$ cat src/rtl/pattern_scan_ctrl.sv
// Word-to-bit serializer feeding a programmable Moore-style pattern tracker with a
// saturating match counter and a sticky threshold interrupt.
module pattern_scan_ctrl #(
  parameter int unsigned WORD_W = 8,
  parameter int unsigned PAT_W  = 4,
  parameter int unsigned CNT_W  = 8
) (
  input  logic              clk,
  input  logic              rst,
  input  logic              cfg_we,
  input  logic [PAT_W-1:0]  cfg_pattern,
  input  logic              cfg_overlap,
  input  logic [CNT_W-1:0]  cfg_thresh,
  input  logic              in_valid,
  output logic              in_ready,
  input  logic [WORD_W-1:0] in_data,
  input  logic              irq_clr,
  output logic              match,
  output logic [CNT_W-1:0]  match_cnt,
  output logic              thresh_irq,
  output logic              busy
);

  localparam int unsigned IdxW = $clog2(WORD_W);
  localparam int unsigned HcW  = $clog2(PAT_W + 1);
  localparam logic [IdxW-1:0]  IdxLast = IdxW'(WORD_W - 1);
  localparam logic [HcW-1:0]   HcFull  = HcW'(PAT_W);
  localparam logic [PAT_W-1:0] PatRst  = PAT_W'(4'b1011);

  typedef enum logic {StIdle, StShift} state_e;

  state_e            state_q, state_d;
  logic [WORD_W-1:0] shift_q, shift_d;
  logic [IdxW-1:0]   idx_q, idx_d;
  logic [PAT_W-1:0]  pat_q, pat_d;
  logic              ovl_q, ovl_d;
  logic [CNT_W-1:0]  thr_q, thr_d;
  logic [PAT_W-1:0]  hist_q, hist_d;
  logic [HcW-1:0]    hcnt_q, hcnt_d;
  logic              match_q, match_d;
  logic [CNT_W-1:0]  cnt_q, cnt_d;
  logic              irq_q, irq_d;

  logic              last_bit, accept, cfg_ok, hit, irq_set;
  logic [PAT_W:0]    hist_ext;
  logic [PAT_W-1:0]  hist_new;
  logic [HcW-1:0]    hcnt_new;
  logic [CNT_W-1:0]  cnt_inc;

  assign last_bit   = (state_q == StShift) && (idx_q == '0);
  assign in_ready   = (state_q == StIdle) || last_bit;
  assign busy       = (state_q == StShift);
  assign accept     = in_valid && in_ready;
  assign cfg_ok     = cfg_we && (state_q == StIdle) && !accept;
  assign match      = match_q;
  assign match_cnt  = cnt_q;
  assign thresh_irq = irq_q;

  // Extended by one bit so the shift also works for PAT_W == 1.
  assign hist_ext = {hist_q, shift_q[WORD_W-1]};
  assign hist_new = hist_ext[PAT_W-1:0];
  assign hcnt_new = (hcnt_q == HcFull) ? HcFull : hcnt_q + 1'b1;
  assign hit      = busy && (hist_new == pat_q) && (hcnt_new == HcFull);
  assign cnt_inc  = cnt_q + 1'b1;

  always_comb begin
    state_d = state_q;
    shift_d = shift_q;
    idx_d   = idx_q;
    pat_d   = pat_q;
    ovl_d   = ovl_q;
    thr_d   = thr_q;
    hist_d  = hist_q;
    hcnt_d  = hcnt_q;
    cnt_d   = cnt_q;
    match_d = 1'b0;
    irq_set = 1'b0;

    unique case (state_q)
      StIdle: begin
        if (accept) begin
          shift_d = in_data;
          idx_d   = IdxLast;
          state_d = StShift;
        end
      end
      StShift: begin
        shift_d = {shift_q[WORD_W-2:0], 1'b0};
        idx_d   = idx_q - 1'b1;
        hist_d  = hist_new;
        hcnt_d  = (hit && !ovl_q) ? '0 : hcnt_new;
        match_d = hit;
        // A saturated counter never re-arms the interrupt.
        if (hit && !(&cnt_q)) begin
          cnt_d   = cnt_inc;
          irq_set = (thr_q != '0) && (cnt_inc == thr_q);
        end
        if (last_bit) begin
          if (accept) begin
            shift_d = in_data;
            idx_d   = IdxLast;
          end else begin
            state_d = StIdle;
          end
        end
      end
      default: state_d = StIdle;
    endcase

    if (irq_set) begin
      irq_d = 1'b1;
    end else if (irq_clr) begin
      irq_d = 1'b0;
    end else begin
      irq_d = irq_q;
    end

    if (cfg_ok) begin
      pat_d  = cfg_pattern;
      ovl_d  = cfg_overlap;
      thr_d  = cfg_thresh;
      hist_d = '0;
      hcnt_d = '0;
      cnt_d  = '0;
      irq_d  = 1'b0;
    end
  end

  always_ff @(posedge clk) begin
    if (rst) begin
      state_q <= StIdle;
      shift_q <= '0;
      idx_q   <= '0;
      pat_q   <= PatRst;
      ovl_q   <= 1'b1;
      thr_q   <= '0;
      hist_q  <= '0;
      hcnt_q  <= '0;
      match_q <= 1'b0;
      cnt_q   <= '0;
      irq_q   <= 1'b0;
    end else begin
      state_q <= state_d;
      shift_q <= shift_d;
      idx_q   <= idx_d;
      pat_q   <= pat_d;
      ovl_q   <= ovl_d;
      thr_q   <= thr_d;
      hist_q  <= hist_d;
      hcnt_q  <= hcnt_d;
      match_q <= match_d;
      cnt_q   <= cnt_d;
      irq_q   <= irq_d;
    end
  end

endmodule
$ cat config.mk
export PLATFORM = sky130hd
export DESIGN_NAME = pattern_scan_ctrl
export DESIGN_NICKNAME = d
export VERILOG_FILES = /design/src/rtl/pattern_scan_ctrl.sv
export SDC_FILE = /design/constraint.sdc
export NUM_CORES = 1
export LEC_CHECK = 0
export CAP_MARGIN = 30
export CORE_MARGIN = 8
export CORE_UTILIZATION = 45
export DETAILED_ROUTE_END_ITERATION = 8
export PLACE_DENSITY = 0.76
export SYNTH_ARGS = -nofsm -noshare
export SYNTH_HDL_FRONTEND = slang
export SYNTH_SLANG_ARGS = --single-unit
$ cat constraint.sdc
create_clock -name clk -period 2.6 [get_ports clk]
set_input_delay 0.26 -clock clk [delete_from_list [all_inputs] [get_ports clk]]
set_output_delay 0.26 -clock clk [all_outputs]
set_load 0.01 [all_outputs]
Yosys cells after proc, flatten, opt, wreduce, memory -nomap -nowiden. Index checks and enable logic that the tools add are counted.

Register bits: 41. Input port bits: 26. Output and inout port bits: 12. Logic and storage cells: 57.

Add/sub/neg operators: 3. Equal/unequal tests: 5. Muxes and demuxes: 17. Bitwise logic cells: 1. Reductions and logical operators: 20.

Operator list (count): 8-bit two-way mux (3); 8-bit one-hot mux with 2 select lines (1); 3-bit two-way mux (5); 1-bit logical AND (9); 8-bit by 1-bit adder with 8-bit output (second input constant) (1); 8-bit equality test (1); 8-bit AND reduction (1); 8-bit nonzero test (1); 3-bit equality test (second input constant) (2); 1-bit two-way mux (6); 3-bit one-hot mux with 2 select lines (1); 4-bit equality test (1); 2-bit OR reduction (2); 3-bit by 1-bit adder with 3-bit output (second input constant) (1); 1-bit zero test (3); 3-bit zero test (1); 3-bit by 1-bit subtractor with 3-bit output (second input constant) (1); 2-bit != test (second input constant) (1); 1-bit one-hot mux with 2 select lines (1); 2-bit AND reduction (1); 2-bit nonzero test (1); 1-bit logical OR (1); 1-bit inverter (1).

Depth between registers and ports, before layout. Gate-level depths: netlist of the first run.

Depth in word-level cells: 8. Gate-level depth with buffers: 7. Gate-level depth less buffers: 7.

Worst setup path after synthesis of the first run. OpenSTA, ideal clock, no wires.

Path type: register to register. Start point: reg hcnt_q[0]. End point: reg cnt_q[3], in the netlist match_cnt[3]. Library setup time: 59 ps. Arrival: 2018 ps. Data required time: 2541 ps. Slack: 523 ps. Stages on the path, launching flop included: 8. Buffers on the path: 0. Period minus slack after synthesis: 2077 ps. Cell sequence: dfxtp_1 -> inv_1 -> ha_1 -> nand2b_1 -> a2111oi_4 -> nand3_2 -> or4_1 -> nand2_1.

Word-level cells in the longest chain between the ends: 6. Elaborated cells on any way between the ends: 7. Classes of those cells: add/sub (1); eq/ne (2); mux (1); reduce/logical (3).

RTL lines: start: declaration (line 39) `logic [HcW-1:0] hcnt_q, hcnt_d;`; start signal: assignment (line 150) `hcnt_q <= hcnt_d;`; 3-bit by 1-bit adder with 3-bit output / 3-bit equality test (equally long branches) (line 62) `assign hcnt_new = (hcnt_q == HcFull) ? HcFull : hcnt_q + 1'b1;`; 3-bit two-way mux (*) (line 62); 3-bit equality test (*) (line 63) `assign hit = busy && (hist_new == pat_q) && (hcnt_new == HcFull);`; 1-bit logical AND (*) (line 63); 1-bit logical AND (*) (line 94) `if (hit && !(&cnt_q)) begin`; 2-bit AND reduction (no source line) (*); end signal: assignment (line 152) `cnt_q <= cnt_d;`; end: declaration (line 41) `logic [CNT_W-1:0] cnt_q, cnt_d;`.

Mark *: on every way between the ends. The rest lies on a longest branch, timed or not. A chain may end at the register's enable or synchronous reset.

Worst setup path in the final report of the first run. Same ends and word-level chain as after synthesis.

==> summary.txt, run 1 <==
Run status
  • Status: finished clean

STA
  • Tcrit/Tclk final: 88.3%
  • Hold Slack: about 470 ps
  • Pins Over Slew Limit: 0
  • RSZ-0062 raised after global routing: false
  • Min Clock Period, post-route: around 2300 ps
  • Setup TNS: 0 ps
  • Worst Max-Slew Pin Slew: between 400 and 500 ps
  • Final hold vios: 0
  • Max-slew headroom: approximately 70%
  • Fmax: 435 MHz
  • Setup violators final: 0
  • Clk_skew: ~7.4 ps

Die
  • Die X: 81.6 µm
  • Io pins: 38
  • Num rows: 24
  • Initial Util: 45.7%
  • Die H: 81.6 µm
  • Core Area: 4230 µm²
  • Die area: 6650 µm²

Power and ir drop
  • Leakage: 0.952 nW
  • PD cells: 546 nW/µm²
  • Maximum VDD drop: 0.000322 V

Drt
  • Starting DRC count in detailed routing: about 200
  • Final WL: around 4200 µm
  • Vias: ~1700
  • Vias/cell: 5.21
  • TritonRoute pass-1 iters: 4
  • # DRC: 0
  • Wire length per cell: 13.1 µm
  • Post-DRT Antenna Nets: 0

Worst setup path
  • CP delay by family, top: simple AND/OR/NAND/NOR gates
  • WP buf/inv: 1
  • Setup CP Type: reg2reg
  • CP required: 2830 ps
  • CP max FO: 7
  • CP cell instances: inv_1 -> ha_1 -> nand2b_1 -> a2111oi_4 -> nand3_2 -> or4_1 -> nand2_1
  • Crit-path slowest cell: a2111oi_4
  • Levels on crit path: 7
  • Reg-to-reg slack, setup: 300 ps
  • Worst reg-to-reg path cell count: 7
  • Crit start category: flip-flop
  • CP arrival: 2530 ps
  • Crit path largest cell delay: 510 ps
  • CP endpoint kind: flip-flop

Synthesis
  • Register bit total from synthesis: 41
  • Cells after Synth: 226
  • Syn_area_per_cell: around 8.6 µm²
  • Syn nets: 257
  • Sequential element share of the synthesized area: 42.4%
  • Ys Warns: 0
  • Library cells used by synthesis: 35
  • Mapped cell area: 1930 µm²

Clocking
  • # hold bufs at CTS: 0
  • Clock tree buffer depth: 2
  • Num CTS Buffers: 5
  • Post-CTS Setup Bufs: 0
  • Clock root buffer: clkbuf_8
  • Reg clk slew, reported paths: 70 ps
  • Clock insertion delay at the later pin of the skew report: 290 ps
  • Clock Sinks: 41
  • H-tree levels: 2
  • Cts repair resizes: 0
  • CTS tree: done

Placed design
  • PortBufs: 37
  • DP Wirelength: 3200 µm
  • # placed instances: 313
  • Placer Congestion: 0.859

GRT
  • Gr ovfl total: 0
  • Vias in the first global route: 1603
  • Largest net degree at the start of global routing: 22
  • All-Layer GR Usage: 13.3%
  • First-pass GRT wire length: 7020 µm
  • Initial antenna violation count: 0

Finish
  • Multi-input gate area: 1060 µm²
  • Layout cells sized above 1: 6.34%
  • Antenna Cells: 0
  • Register Area: 821 µm²
  • Filler Cell Count: approximately 380
  • Area added between synthesis and finish: 28.7%
  • Nets@finish: roughly 300
  • Util after Layout: about three fifths
  • Non-Filler Instances: 320

Flow run
  • Max Cap Viol: 0

Hold path
  • Hold WC Path Type: reg2reg
  • Hold Crit Depth: 2
==> cell usage in the layout (no fill, tap or decap), types with 2 or more instances in the layout <==
| master | instances |
|---|---|
| a211oi_1 | 9 |
| a21oi_1 | 18 |
| a31oi_1 | 3 |
| and3_1 | 3 |
| buf_4 | 6 |
| clkbuf_8 | 5 |
| clkdlybuf4s50_1 | 37 |
| dfxtp_1 | 41 |
| ha_1 | 5 |
| inv_1 | 7 |
| mux2i_1 | 11 |
| nand2_1 | 40 |
| nand2b_1 | 2 |
| nand3_1 | 4 |
| nand3b_1 | 5 |
| nand4_1 | 3 |
| nor2_1 | 20 |
| nor3_1 | 4 |
| nor4_1 | 2 |
| o21ai_0 | 4 |
| or3_1 | 3 |
| xnor2_1 | 11 |
| xor2_1 | 10 |
==> cell type report <==
class | count | share of cell area [%]
Clock buffer | 5 | 2.77
Clock inverter | 2 | 1.41
Inverter | 7 | 1.06
Multi-Input combinational cell | 170 | 42.5
Sequential cell | 41 | 33.0
Tap cell | 52 | 2.61
Timing Repair Buffer | 43 | 16.7
==> where the power goes <==
group	switching, mW	leakage [nW]	internal, mW	total (mW)
combinational	0.0934	0.562	0.102	0.195
clock	0.205	0.0540	0.279	0.484
sequential	0.0211	0.335	0.659	0.680
total	0.320	0.952	1.04	1.36
==> cells in the mapped netlist, drive strengths merged <==
master | count | share of area [%]
dfxtp | 41 | 42
nand2 | 40 | 7.8
nor2 | 20 | 3.9
a21oi | 18 | 4.7
mux2i | 11 | 5.7
xnor2 | 11 | 5.0
xor2 | 10 | 4.5
a211oi | 9 | 3.5
inv | 7 | 1.4
clkbuf | 6 | 1.2
o21ai | 6 | 1.7
ha | 5 | 3.2
nand3 | 5 | 1.6
nand3b | 5 | 1.9
and3 | 4 | 1.4
nor3 | 4 | 1.0
a31oi | 3 | 0.97
nand4 | 3 | 0.97
or3 | 3 | 0.97
buf | 2 | 0.39
nand2b | 2 | 0.65
nor4 | 2 | 0.65
a2111oi | 1 | 1.4
a21bo | 1 | 0.52
a21o | 1 | 0.39
a311oi | 1 | 0.45
and2 | 1 | 0.32
nor3b | 1 | 0.39
o211ai | 1 | 0.39
o22ai | 1 | 0.32
or4 | 1 | 0.39
==> tightest hold or removal path, cell delays in order, from the launching register on <==
cell and delay (ps):
dfxtp_1 320, nand2_1 50, a21oi_1 50
==> per-stage QoR <==
step / power [mW] / area [µm²] / setup WS (ps)
2_1_floorplan: 0.812 / 1930 / 523
3_3_place_gp: 0.886 / 2380 / 445
3_5_place_dp: 0.891 / 2380 / 344
4_1_cts: 1.37 / 2490 / 328
5_1_grt: 1.43 / 2490 / 149
6_report: 1.36 / 2490 / 303
==> path summary, 6_finish.rpt <==
kind | startpoint | end
worst min register to register | pat_q[2]$_SDFFE_PP0P_ | pat_q[2]$_SDFFE_PP0P_
worst max register to register | hcnt_q[0]$_SDFFE_PP0P_ | match_cnt[3]$_SDFFE_PP0P_
worst min-delay path | pat_q[2]$_SDFFE_PP0P_ | pat_q[2]$_SDFFE_PP0P_
worst max-delay path | hcnt_q[0]$_SDFFE_PP0P_ | match_cnt[3]$_SDFFE_PP0P_
==> cells by family (layout without fill, tap and decap cells) <==
kind of cell    Yosys count  after routing  share of synthesized area [%]
simple gates             91             91                           21.9
buf+inv                  15             57                           2.91
compound gates           42             42                           14.4
mux                      11             11                           5.69
fa+ha+maj                 5              5                           3.23
flops                    41             41                           42.4
xor+xnor                 21             21                           9.51
==> sequential cells by signal, summed over array words and instances, names as in the netlist <==
| signal | cells |
|---|---|
| thr_q | 8 |
| busy | 1 |
| idx_q | 3 |
| shift_q | 8 |
| thresh_irq | 1 |
| match_cnt | 8 |
| ovl_q | 1 |
| match | 1 |
| hcnt_q | 3 |
| pat_q | 4 |
| hist_q | 3 |
==> metal layers <==
| layer | global-route usage (%) | routed length (µm) | vias to the layer above |
|---|---|---|---|
| met5 | 0 | 0 | - |
| met1 | 16.4 | 1980 | 755 |
| met3 | 3.39 | 231 | 7 |
| met4 | 5.00 | 48 | 0 |
| li1 | - | - | 862 |
| met2 | 21.6 | 1940 | 42 |
(Power assumes the default switching activity.)
==> run 2, diff against run 1 <==
--- a/config.mk
+++ b/config.mk
@@ -9,6 +9,7 @@
 export CORE_MARGIN = 8
 export CORE_UTILIZATION = 45
 export DETAILED_ROUTE_END_ITERATION = 8
+export MAX_ROUTING_LAYER = met4
 export PLACE_DENSITY = 0.76
 export SYNTH_ARGS = -nofsm -noshare
 export SYNTH_HDL_FRONTEND = slang
==> run 2 against run 1 <==
Register-to-register slack barely moved; power rose by 3.8%; wire length rose by 1.5%; cell count rose by 0.31%; clock-buffer cell count rose by 2; via count rose by 1.4%; clock skew barely moved; final area rose by 0.50%; global-route usage rose by 1.6 points.
==> summary.txt, run 2 (synthesis results as in run 1) <==
Clocking
  • Post-CTS Setup Bufs: 0 (unchanged)
  • # hold bufs at CTS: 0 (unchanged)
  • Clock tree buffer depth: 2 (unchanged)
  • Reg clk slew, reported paths: 80 ps (was 70 ps)
  • Clock Sinks: 41 (unchanged)
  • Clock root buffer: clkbuf_8 (unchanged)
  • Clock insertion delay at the later pin of the skew report: 300 ps (was 290 ps)
  • H-tree levels: 2 (unchanged)
  • Num CTS Buffers: 5 (unchanged)
  • CTS tree: done (unchanged)
  • Cts repair resizes: 0 (unchanged)

Die
  • Core Area: 4230 µm² (unchanged)
  • Die area: 6650 µm² (unchanged)
  • Num rows: 24 (unchanged)
  • Io pins: 38 (unchanged)
  • Die H: 81.6 µm (unchanged)
  • Die X: 81.6 µm (unchanged)
  • Initial Util: 45.7% (unchanged)

STA
  • Worst Max-Slew Pin Slew: 483 ps (was 474 ps)
  • Min Clock Period, post-route: 2290 ps (was 2300 ps)
  • Tcrit/Tclk final: 88.0% (was 88.3%)
  • RSZ-0062 raised after global routing: false (unchanged)
  • Clk_skew: 7.78 ps (was 7.37 ps)
  • Final hold vios: 0 (unchanged)
  • Setup TNS: 0 ps (unchanged)
  • Fmax: 437 MHz (was 435 MHz)
  • Pins Over Slew Limit: 0 (unchanged)
  • Hold Slack: 478 ps (was 470 ps)
  • Setup violators final: 0 (unchanged)
  • Max-slew headroom: 67.8% (was 68.4%)

Worst setup path
  • Levels on crit path: 7 (unchanged)
  • Setup CP Type: reg2reg (unchanged)
  • Launch point of the worst path: hcnt_q[0]$_SDFFE_PP0P_ (unchanged)
  • WP buf/inv: 1 (unchanged)
  • Crit path largest cell delay: 520 ps (was 510 ps)
  • CP required: 2850 ps (was 2830 ps)
  • CP delay by family, top: simple AND/OR/NAND/NOR gates (unchanged)
  • CP max FO: 7 (unchanged)
  • Crit-path slowest cell: a2111oi_4 (unchanged)
  • CP arrival: 2530 ps (about the same)
  • CP endpoint kind: flip-flop (unchanged)
  • CP cell instances: inv_1 -> ha_1 -> nand2b_1 -> a2111oi_4 -> nand3_2 -> or4_1 -> nand2_1 (unchanged)
  • Worst reg-to-reg path cell count: 7 (unchanged)
  • Crit start category: flip-flop (unchanged)
  • Worst reg2reg endpoint: match_cnt[3]$_SDFFE_PP0P_ (unchanged)
  • Reg-to-reg slack, setup: 310 ps (was 300 ps)
  • Worst setup path endpoint: match_cnt[3]$_SDFFE_PP0P_ (unchanged)
  • RR Startpoint: hcnt_q[0]$_SDFFE_PP0P_ (unchanged)

Power and ir drop
  • Leakage: 0.956 nW (was 0.952 nW)
  • PD cells: 564 nW/µm² (was 546 nW/µm²)
  • Maximum VDD drop: 0.000389 V (was 0.000322 V)
  • Power, Total: 1.41 mW (was 1.36 mW)

Flow run
  • Max Cap Viol: 0 (unchanged)

GRT
  • First-pass GRT wire length: 7480 µm (was 7020 µm)
  • Largest net degree at the start of global routing: 22 (unchanged)
  • All-Layer GR Usage: 14.9% (was 13.3%)
  • Initial antenna violation count: 0 (unchanged)
  • Gr ovfl total: 0 (unchanged)
  • Vias in the first global route: 1658 (was 1603)

Finish
  • Filler Cell Count: 378 (was 376)
  • Area added between synthesis and finish: 29.3% (was 28.7%)
  • Most common cell after layout, fill and taps aside: dfxtp_1 (unchanged)
  • Nets@finish: 299 (unchanged)
  • Layout cells sized above 1: 6.32% (was 6.34%)
  • Post-route design area: 2500 µm² (was 2490 µm²)
  • Most frequent cells in the layout: dfxtp_1, nand2_1, clkdlybuf4s50_1, nor2_1, a21oi_1 (unchanged)
  • Antenna Cells: 0 (unchanged)

Drt
  • TritonRoute pass-1 iters: 4 (unchanged)
  • # DRC: 0 (unchanged)
  • Wire length per cell: 13.3 µm (was 13.1 µm)
  • Post-DRT Antenna Nets: 0 (unchanged)
  • Final WL: 4260 µm (was 4200 µm)
  • Vias/cell: 5.26 (was 5.21)
  • Vias: 1690 (was 1666)
  • Starting DRC count in detailed routing: 95 (was 195)

Run status
  • Status: finished clean (unchanged)

Placed design
  • Placer Congestion: 0.875 (was 0.859)
  • DP Wirelength: 3220 µm (was 3200 µm)
  • PortBufs: 37 (unchanged)
  • DP Area: 2380 µm² (unchanged)

Hold path
  • Hold WC Path Type: reg2reg (unchanged)
==> run 2: tightest hold or removal path: stages (launching register included) <==
cell,delay [ps]
dfxtp_1,320
nand2_1,50
nand3b_1,60
==> run 2: power breakdown <==
group          leakage (nW)  switching, mW  internal (mW)  total, mW
clock                0.0585          0.223          0.313      0.536
sequential            0.335         0.0211          0.659      0.680
combinational         0.562         0.0937          0.102      0.195
total                 0.956          0.338           1.07       1.41
==> run 2: final cells by class <==
| cell class | count | area (µm²) | area share (%) |
|---|---|---|---|
| multi-input cells | 170 | 1060 | 42.3 |
| flip-flops and latches | 41 | 821 | 32.8 |
| repair buffers | 43 | 415 | 16.6 |
| clock buffers | 7 | 86.3 | 3.45 |
| well taps | 52 | 65.1 | 2.60 |
| clock inverters | 1 | 30.0 | 1.20 |
| inverters | 7 | 26.3 | 1.05 |
==> run 2: through the flow <==
stage | util (%) | instances | worst slack, ps
6_report | 59.1 | 321 | 312
4_1_cts | 59.1 | 321 | 327
3_5_place_dp | 56.3 | 313 | 344
2_1_floorplan | - | 226 | 523
3_3_place_gp | 56.3 | 313 | 428
5_1_grt | 59.1 | 321 | 157
==> run 2: routing by layer <==
metal | vias to the layer above | global-route usage, % | wire, µm
met3 | 11 | 3.72 | 224
met5 | - | - | 0
met1 | 767 | 17.7 | 1970
met4 | 0 | 8.21 | 108
met2 | 49 | 22.5 | 1950
li1 | 863 | - | -
==> run 2: worst min-delay path by stage <==
| stage | from | endpoint | cells after the start |
|---|---|---|---|
| floorplan | cfg_overlap | ovl_q$_SDFFE_PP1P_ | 2 |
| global placement | thr_q[2]$_SDFFE_PP0P_ | thr_q[2]$_SDFFE_PP0P_ | 2 |
| detailed placement | ovl_q$_SDFFE_PP1P_ | ovl_q$_SDFFE_PP1P_ | 2 |
| CTS | thr_q[2]$_SDFFE_PP0P_ | thr_q[2]$_SDFFE_PP0P_ | 2 |
| global route | pat_q[2]$_SDFFE_PP0P_ | pat_q[2]$_SDFFE_PP0P_ | 2 |
| finish | ovl_q$_SDFFE_PP1P_ | ovl_q$_SDFFE_PP1P_ | 2 |
